[src/rtl/game_pkg.sv]
// rtl/game_pkg.sv - shared constants, types and helpers for the player position controller
package game_pkg;

  localparam int NUM_PLAYERS = 8;
  localparam int IDX_W       = 3;
  localparam int COORD_W     = 10;

  localparam logic [7:0]  PKT_HDR        = 8'hA5;
  localparam logic [1:0]  CMD_ABS        = 2'b00;
  localparam logic [1:0]  CMD_REL        = 2'b01;
  localparam logic [15:0] TIMEOUT_CYCLES = 16'd65535;

  localparam logic [9:0] X_MIN = 10'd100;
  localparam logic [9:0] X_MAX = 10'd700;
  localparam logic [9:0] Y_MIN = 10'd60;
  localparam logic [9:0] Y_MAX = 10'd540;

  typedef enum logic [2:0] {
    ST_IDLE,
    ST_CTRL,
    ST_HI,
    ST_XLO,
    ST_YLO,
    ST_CHK,
    ST_APPLY
  } parse_state_e;

  function automatic logic [9:0] default_x(input logic [2:0] idx);
    return idx[2] ? 10'd550 : 10'd250;
  endfunction

  function automatic logic [9:0] default_y(input logic [2:0] idx);
    logic [9:0] y;
    case (idx[1:0])
      2'd0:    y = 10'd150;
      2'd1:    y = 10'd250;
      2'd2:    y = 10'd350;
      default: y = 10'd450;
    endcase
    return y;
  endfunction

  // Signed 12-bit headroom covers both negative relative results and overshoot past 1023.
  function automatic logic [9:0] clamp_coord(input logic signed [11:0] v,
                                             input logic [9:0] lo,
                                             input logic [9:0] hi);
    logic [9:0] r;
    if (v < $signed({2'b00, lo}))      r = lo;
    else if (v > $signed({2'b00, hi})) r = hi;
    else                               r = v[9:0];
    return r;
  endfunction

endpackage

[src/rtl/player_pos_ctrl_if.sv]
// rtl/player_pos_ctrl_if.sv - UART byte input, frame strobe and display read port bundle
interface player_pos_ctrl_if;
  import game_pkg::*;

  logic [7:0]         rx_data;
  logic               rx_valid;
  logic               frame_start;
  logic [IDX_W-1:0]   rd_idx;
  logic [COORD_W-1:0] player_x;
  logic [COORD_W-1:0] player_y;
  logic               pkt_err;
  logic [7:0]         pkt_cnt;

  modport master (
    output rx_data, rx_valid, frame_start, rd_idx,
    input  player_x, player_y, pkt_err, pkt_cnt
  );

  modport slave (
    input  rx_data, rx_valid, frame_start, rd_idx,
    output player_x, player_y, pkt_err, pkt_cnt
  );
endinterface

[src/rtl/pkt_parser.sv]
// rtl/pkt_parser.sv - 6-byte packet framing, checksum check and inter-byte timeout
module pkt_parser
  import game_pkg::*;
(
  input  logic               CLOCK_50,
  input  logic               rst_n,
  input  logic [7:0]         rx_data,
  input  logic               rx_valid,
  output logic               cmd_valid,
  output logic [1:0]         cmd,
  output logic [IDX_W-1:0]   idx,
  output logic [COORD_W-1:0] x,
  output logic [COORD_W-1:0] y,
  output logic               pkt_err
);

  parse_state_e state;
  logic [7:0]   ctrl_b, hi_b, xlo_b, ylo_b;
  logic [15:0]  idle_cnt;
  logic [7:0]   chk_calc;
  logic         waiting;

  assign chk_calc = ctrl_b ^ hi_b ^ xlo_b ^ ylo_b;
  assign waiting  = (state != ST_IDLE) && (state != ST_APPLY);

  always_ff @(posedge CLOCK_50 or negedge rst_n) begin
    if (!rst_n) begin
      state     <= ST_IDLE;
      ctrl_b    <= '0;
      hi_b      <= '0;
      xlo_b     <= '0;
      ylo_b     <= '0;
      idle_cnt  <= '0;
      cmd_valid <= 1'b0;
      cmd       <= '0;
      idx       <= '0;
      x         <= '0;
      y         <= '0;
      pkt_err   <= 1'b0;
    end else begin
      cmd_valid <= 1'b0;
      pkt_err   <= 1'b0;
      if (!waiting || rx_valid) idle_cnt <= '0;
      else                      idle_cnt <= idle_cnt + 16'd1;

      case (state)
        ST_IDLE:  if (rx_valid && rx_data == PKT_HDR) state <= ST_CTRL;
        ST_CTRL:  if (rx_valid) begin ctrl_b <= rx_data; state <= ST_HI;  end
        ST_HI:    if (rx_valid) begin hi_b   <= rx_data; state <= ST_XLO; end
        ST_XLO:   if (rx_valid) begin xlo_b  <= rx_data; state <= ST_YLO; end
        ST_YLO:   if (rx_valid) begin ylo_b  <= rx_data; state <= ST_CHK; end
        ST_CHK: begin
          if (rx_valid) begin
            if (rx_data == chk_calc && !ctrl_b[7]) begin
              state     <= ST_APPLY;
              cmd_valid <= 1'b1;
              cmd       <= ctrl_b[7:6];
              idx       <= ctrl_b[2:0];
              x         <= {hi_b[7:6], xlo_b};
              y         <= {hi_b[5:4], ylo_b};
            end else begin
              state   <= ST_IDLE;
              pkt_err <= 1'b1;
            end
          end
        end
        ST_APPLY: state <= ST_IDLE;
        default:  state <= ST_IDLE;
      endcase

      // A stalled sender drops the partial packet silently.
      if (waiting && !rx_valid && idle_cnt == TIMEOUT_CYCLES - 16'd1) begin
        state <= ST_IDLE;
      end
    end
  end

endmodule

[src/rtl/player_pos_ctrl.sv]
// rtl/player_pos_ctrl.sv - clamps parsed commands into a shadow table, commits to live on frame_start
module player_pos_ctrl
  import game_pkg::*;
(
  input logic               CLOCK_50,
  input logic               rst_n,
  player_pos_ctrl_if.slave  bus
);

  logic               cmd_valid;
  logic [1:0]         cmd;
  logic [IDX_W-1:0]   cmd_idx;
  logic [COORD_W-1:0] cmd_x, cmd_y;

  logic [COORD_W-1:0] shadow_x [NUM_PLAYERS];
  logic [COORD_W-1:0] shadow_y [NUM_PLAYERS];
  logic [COORD_W-1:0] live_x   [NUM_PLAYERS];
  logic [COORD_W-1:0] live_y   [NUM_PLAYERS];

  logic signed [11:0] tgt_x, tgt_y;
  logic [COORD_W-1:0] new_x, new_y;

  pkt_parser u_parser (
    .CLOCK_50  (CLOCK_50),
    .rst_n     (rst_n),
    .rx_data   (bus.rx_data),
    .rx_valid  (bus.rx_valid),
    .cmd_valid (cmd_valid),
    .cmd       (cmd),
    .idx       (cmd_idx),
    .x         (cmd_x),
    .y         (cmd_y),
    .pkt_err   (bus.pkt_err)
  );

  always_comb begin
    tgt_x = $signed({2'b00, cmd_x});
    tgt_y = $signed({2'b00, cmd_y});
    if (cmd == CMD_REL) begin
      tgt_x = $signed({2'b00, shadow_x[cmd_idx]}) + $signed({{2{cmd_x[9]}}, cmd_x});
      tgt_y = $signed({2'b00, shadow_y[cmd_idx]}) + $signed({{2{cmd_y[9]}}, cmd_y});
    end
    new_x = clamp_coord(tgt_x, X_MIN, X_MAX);
    new_y = clamp_coord(tgt_y, Y_MIN, Y_MAX);
  end

  // Live copies the old shadow when a write lands on the same edge as frame_start.
  always_ff @(posedge CLOCK_50 or negedge rst_n) begin
    if (!rst_n) begin
      for (int i = 0; i < NUM_PLAYERS; i++) begin
        shadow_x[i] <= default_x(3'(i));
        shadow_y[i] <= default_y(3'(i));
        live_x[i]   <= default_x(3'(i));
        live_y[i]   <= default_y(3'(i));
      end
      bus.pkt_cnt  <= '0;
      bus.player_x <= '0;
      bus.player_y <= '0;
    end else begin
      if (cmd_valid) begin
        shadow_x[cmd_idx] <= new_x;
        shadow_y[cmd_idx] <= new_y;
        bus.pkt_cnt       <= bus.pkt_cnt + 8'd1;
      end
      if (bus.frame_start) begin
        for (int i = 0; i < NUM_PLAYERS; i++) begin
          live_x[i] <= shadow_x[i];
          live_y[i] <= shadow_y[i];
        end
      end
      bus.player_x <= live_x[bus.rd_idx];
      bus.player_y <= live_y[bus.rd_idx];
    end
  end

endmodule
[src/flat_wrapper.sv]
// flat-port wrapper written by rule: the top's interface ports become plain ports
module player_pos_ctrl_flat import game_pkg::*;
  (CLOCK_50, rst_n, bus_rx_data, bus_rx_valid, bus_frame_start, bus_rd_idx, bus_player_x, bus_player_y, bus_pkt_err, bus_pkt_cnt);
  player_pos_ctrl_if bus_i ();
  input logic CLOCK_50;
  input logic rst_n;
  input wire logic [$bits(bus_i.rx_data)-1:0] bus_rx_data;
  input wire logic [$bits(bus_i.rx_valid)-1:0] bus_rx_valid;
  input wire logic [$bits(bus_i.frame_start)-1:0] bus_frame_start;
  input wire logic [$bits(bus_i.rd_idx)-1:0] bus_rd_idx;
  output wire logic [$bits(bus_i.player_x)-1:0] bus_player_x;
  output wire logic [$bits(bus_i.player_y)-1:0] bus_player_y;
  output wire logic [$bits(bus_i.pkt_err)-1:0] bus_pkt_err;
  output wire logic [$bits(bus_i.pkt_cnt)-1:0] bus_pkt_cnt;
  assign bus_i.rx_data = bus_rx_data;
  assign bus_i.rx_valid = bus_rx_valid;
  assign bus_i.frame_start = bus_frame_start;
  assign bus_i.rd_idx = bus_rd_idx;
  assign bus_player_x = bus_i.player_x;
  assign bus_player_y = bus_i.player_y;
  assign bus_pkt_err = bus_i.pkt_err;
  assign bus_pkt_cnt = bus_i.pkt_cnt;
  player_pos_ctrl u_core (.CLOCK_50(CLOCK_50), .rst_n(rst_n), .bus(bus_i));
endmodule
[config.mk]
export PLATFORM = sky130hd
export DESIGN_NAME = player_pos_ctrl_flat
export DESIGN_NICKNAME = d
export VERILOG_FILES = /design/src/rtl/game_pkg.sv /design/src/rtl/player_pos_ctrl_if.sv /design/src/rtl/pkt_parser.sv /design/src/rtl/player_pos_ctrl.sv /design/src/flat_wrapper.sv
export SDC_FILE = /design/constraint.sdc
export NUM_CORES = 1
export LEC_CHECK = 0
export ABC_AREA = 1
export BUFFER_PORTS_ARGS = -buffer_cell sky130_fd_sc_hd__buf_4
export CAP_MARGIN = 20
export CORE_UTILIZATION = 60
export CTS_CLUSTER_SIZE = 10
export DETAILED_ROUTE_END_ITERATION = 8
export PLACE_DENSITY = 0.88
export SYNTH_ARGS = -nofsm -noshare
export SYNTH_HDL_FRONTEND = slang
export SYNTH_SLANG_ARGS = --single-unit
[constraint.sdc]
create_clock -name CLOCK_50 -period 4.1 [get_ports CLOCK_50]
set_clock_uncertainty 0.1 [all_clocks]
set_input_delay 0.615 -clock CLOCK_50 [delete_from_list [all_inputs] [get_ports CLOCK_50]]
set_output_delay 0.615 -clock CLOCK_50 [all_outputs]
set_load 0.05 [all_outputs]
==> results.md <==
* Top cells by count, synth: nand2_1, o21ai_0, dfrtp_1
* Max layer used: met4
* Starting Density at 0.6126
* Gr usage total at 0.3320
* Hold Crit Class: in -> async
* Die height at 190.0 um
* Average wire per standard cell at 19.70 um
* EDFF count, synth at 0
* Synth area leader: dfrtp_1
* DRC at 0
* CP Capture Type: register
* Routed Antenna Nets at 0
* Top-Level Pins at 44
* Worst setup SP type: register
* Avg Cell Area, Syn at 8.335 um2
* Initial antenna violation count at 0
* Final nets at 2596
* Leak at 0.01103 uW
* Worst reg2reg path depth at 19
* RD Place Congestion at 0.9618
* Final period util at 0.9816
* Post-synth top area share at 0.3138
* Clock network power share at 0.361
* Cell Area, Synth at 21210 um2
* Post-synthesis async set-or-reset flop share at 1.000
* Status: finished, violations left
* Synth Flop Type: dfrtp_1
* CP arrival at 4.37 ns
* Critical path class: reg -> reg
* CTS buffer count at 48
* GRT overflow at 0
* Warning count from the yosys run at 0
* Register area share after synthesis at 0.5120
* CTS clock-pin slew for the worst setup and hold paths at 0.06 ns
* Metal-1 WL at 22690 um
* Worst Path Max Fanout at 29
* MaxCap Viol Count at 0
* Cell Chain, Critical Path: buf_12 -> nor2_1 -> buf_4 -> a221oi_1 -> o221ai_1 -> ha_2 -> fa_1 -> nand2_1 -> nand3_1 -> nand2_1 -> nand3_1 -> nand2_1 -> inv_1 -> a31oi_1 -> a21boi_4 -> buf_4 -> clkbuf_16 -> nand3_1 -> nand2_1
* Worst relative slew slack at 0.2025
* Die width at 190.0 um
* Clock Sinks at 426
* Final hold slack at -0.01228 ns
* Sequential share of power at 0.436
* Initial DRC Count at 2693
* Combinational share of power at 0.203
* Failing checks: negative hold slack
* Tmin final at 4.025 ns
* Clock insertion delay at the later pin of the skew report at 0.57 ns
* Post-Syn Nets at 2587
* Drt total wl at 60010 um
* Peak VDD IR at 0.0003553 V
* Worst slew pin tran at 1.195 ns
* Area Growth Syn to Fin at 11.73%
* Via count at 18830
* Distinct cell type count after synthesis at 55
* Critical Path Most Common Cell: nand2_1
* H-tree levels at 2
* Routed met2 length at 26990 um
* Port bufs at 43
* Number of global-route vias before repair at 18340
* Row count at 68
* Die area at 36110 um2
* Clk root buf: clkbuf_16
* CTS tree: yes
* Switching share of power at 0.3075
* Vias/cell at 6.181
* Placeable Area at 34630 um2
* Slowest stage delay, CP at 0.44 ns
* Setup violators final at 0
* Post-Synthesis Cells at 2545
* Pre-CTS setup slack at -0.009479 ns
* WP data required at 4.45 ns
* Hold Vio Cnt, Final at 4
* Metal3 WL at 7221 um
* Net Sw Power at 3296 uW
* Synth top area cells: dfrtp_1, dfstp_2, nand2_1, o21ai_0, inv_1
* First-pass GRT wire length at 94720 um
* Hold buffer count at CTS at 0
* Design Power at 10720 uW
* #FFs+latches synth at 426
* First-pass DRT Iterations at 8
* Max Slew Vio Count at 0
* Layout cells sized above 1 at 0.1737
* Peak Freq at 0.2485 GHz
* Diode count at 0
* Most frequent cell after synthesis: nand2_1
* CTS Buffer Depth at 3
* Cell Int Power at 7423 uW
* Final WS setup at 0.07550 ns
* Slowest-stage cell, CP: dfrtp_2
* Pwr dens at 452.2 nW/um2
* Largest net degree at the start of global routing at 101
* Detailed placement HPWL at 36420 um
critical path, delay by kind of cell, from the launching register on:
| kind | cells | cell delay (ns) |
|---|---|---|
| fa+ha+maj | 2 | 0.67 |
| compound gates | 4 | 1.00 |
| simple gates | 8 | 0.79 |
| buf+inv | 5 | 0.86 |
| flops | 1 | 0.44 |
what timing repair did:
item,CTS,global route
gates resized for setup,2,42
buffers inserted,0,7
pin swaps,0,5
gates cloned,0,3
endpoints found under the setup margin,48,160
final timing paths:
| kind | startpoint | endpoint | slack (ns) |
|---|---|---|---|
| setup / recovery | u_core.u_parser.idx[0]$_DFFE_PN0P_ | u_core.shadow_x[27]$_DFFE_PN0P_ | 0.08 |
| hold / removal | rst_n | u_core.bus.player_x[6]$_DFF_PN0_ | -0.01 |
| setup reg to reg | u_core.u_parser.idx[0]$_DFFE_PN0P_ | u_core.shadow_x[27]$_DFFE_PN0P_ | 0.08 |
| hold reg to reg | u_core.shadow_x[29]$_DFFE_PN1P_ | u_core.shadow_x[29]$_DFFE_PN1P_ | 0.38 |
| max in group asynchronous | rst_n | u_core.live_y[65]$_DFFE_PN1P_ | 2.93 |
| min in group CLOCK_50 | bus_rx_valid | u_core.u_parser.cmd_valid$_DFF_PN0_ | 0.29 |
power groups by stage:
stage               Clock, uW  Sequential, uW  Combinational, uW
global placement            0            4710               1980
global route             4050            4690               2440
floorplan                   0            4720               1480
CTS                      3880            4660               2070
finish                   3870            4670               2180
detailed placement          0            4730               2050
flip-flops by register name (all words and copies together) (netlist names):
signal                     flops
u_core.live_x                 80
u_core.live_y                 80
u_core.shadow_x               80
u_core.shadow_y               80
u_core.u_parser.idle_cnt      16
u_core.bus.player_x           10
u_core.bus.player_y           10
u_core.u_parser.x             10
u_core.u_parser.y             10
u_core.bus.pkt_cnt             8
u_core.u_parser.ctrl_b         8
u_core.u_parser.hi_b           8
u_core.u_parser.xlo_b          8
u_core.u_parser.ylo_b          8
u_core.u_parser.idx            3
u_core.u_parser.state          3
u_core.u_parser.cmd            2
u_core.u_parser.cmd_valid      1
u_core.u_parser.pkt_err        1
through the flow:
stage | util | instance area, um2 | setup TNS (ns) | instances
2_1_floorplan | - | 21210 | 0 | 2545
3_3_place_gp | 0.6347 | 21980 | 0 | 2949
3_5_place_dp | 0.6347 | 21980 | -0.01433 | 2949
4_1_cts | 0.6746 | 23360 | 0 | 3036
5_1_grt | 0.6845 | 23700 | -0.6038 | 3046
6_report | 0.6845 | 23700 | 0 | 3046
placed cells by master, fill, tap and decap left out, types with 12 or more instances in the layout:
cell,n
buf_4,85
nand3_1,97
nand2_2,12
buf_12,13
dfrtp_1,265
dfstp_2,160
clkbuf_1,36
nor2_1,151
nand4_1,65
nand2_1,746
xor2_1,15
xnor2_1,18
a31oi_1,22
o21ai_1,27
o21ai_0,266
a221oi_1,33
ha_1,16
nor3_1,16
inv_1,248
a21oi_1,83
mux2_2,60
clkbuf_16,51
per-layer routing:
metal,global-route usage,up-vias
met2,0.5147,1258
met5,0,-
met4,0.1681,0
met1,0.4329,8927
met3,0.08430,315
li1,-,8327
cells by family after synthesis:
kind of cell / count (synthesis) / share of synthesized area
simple gates: 1114 / 0.2194
xor+xnor: 33 / 0.01363
fa+ha+maj: 27 / 0.01663
compound gates: 479 / 0.1279
flops: 426 / 0.5120
mux: 60 / 0.03185
buf+inv: 406 / 0.07857
layout make-up:
| cell class | count | area [um2] |
|---|---|---|
| clock inverter | 2 | 25.02 |
| clock buffer | 85 | 1350 |
| inverter | 260 | 982.2 |
| timing repair buffer | 105 | 1022 |
| tap | 455 | 569.3 |
| multi-input combinational | 1713 | 8891 |
| sequential | 426 | 10860 |
| fill | 2500 | 10930 |
Power figures use the tool's default switching activity.
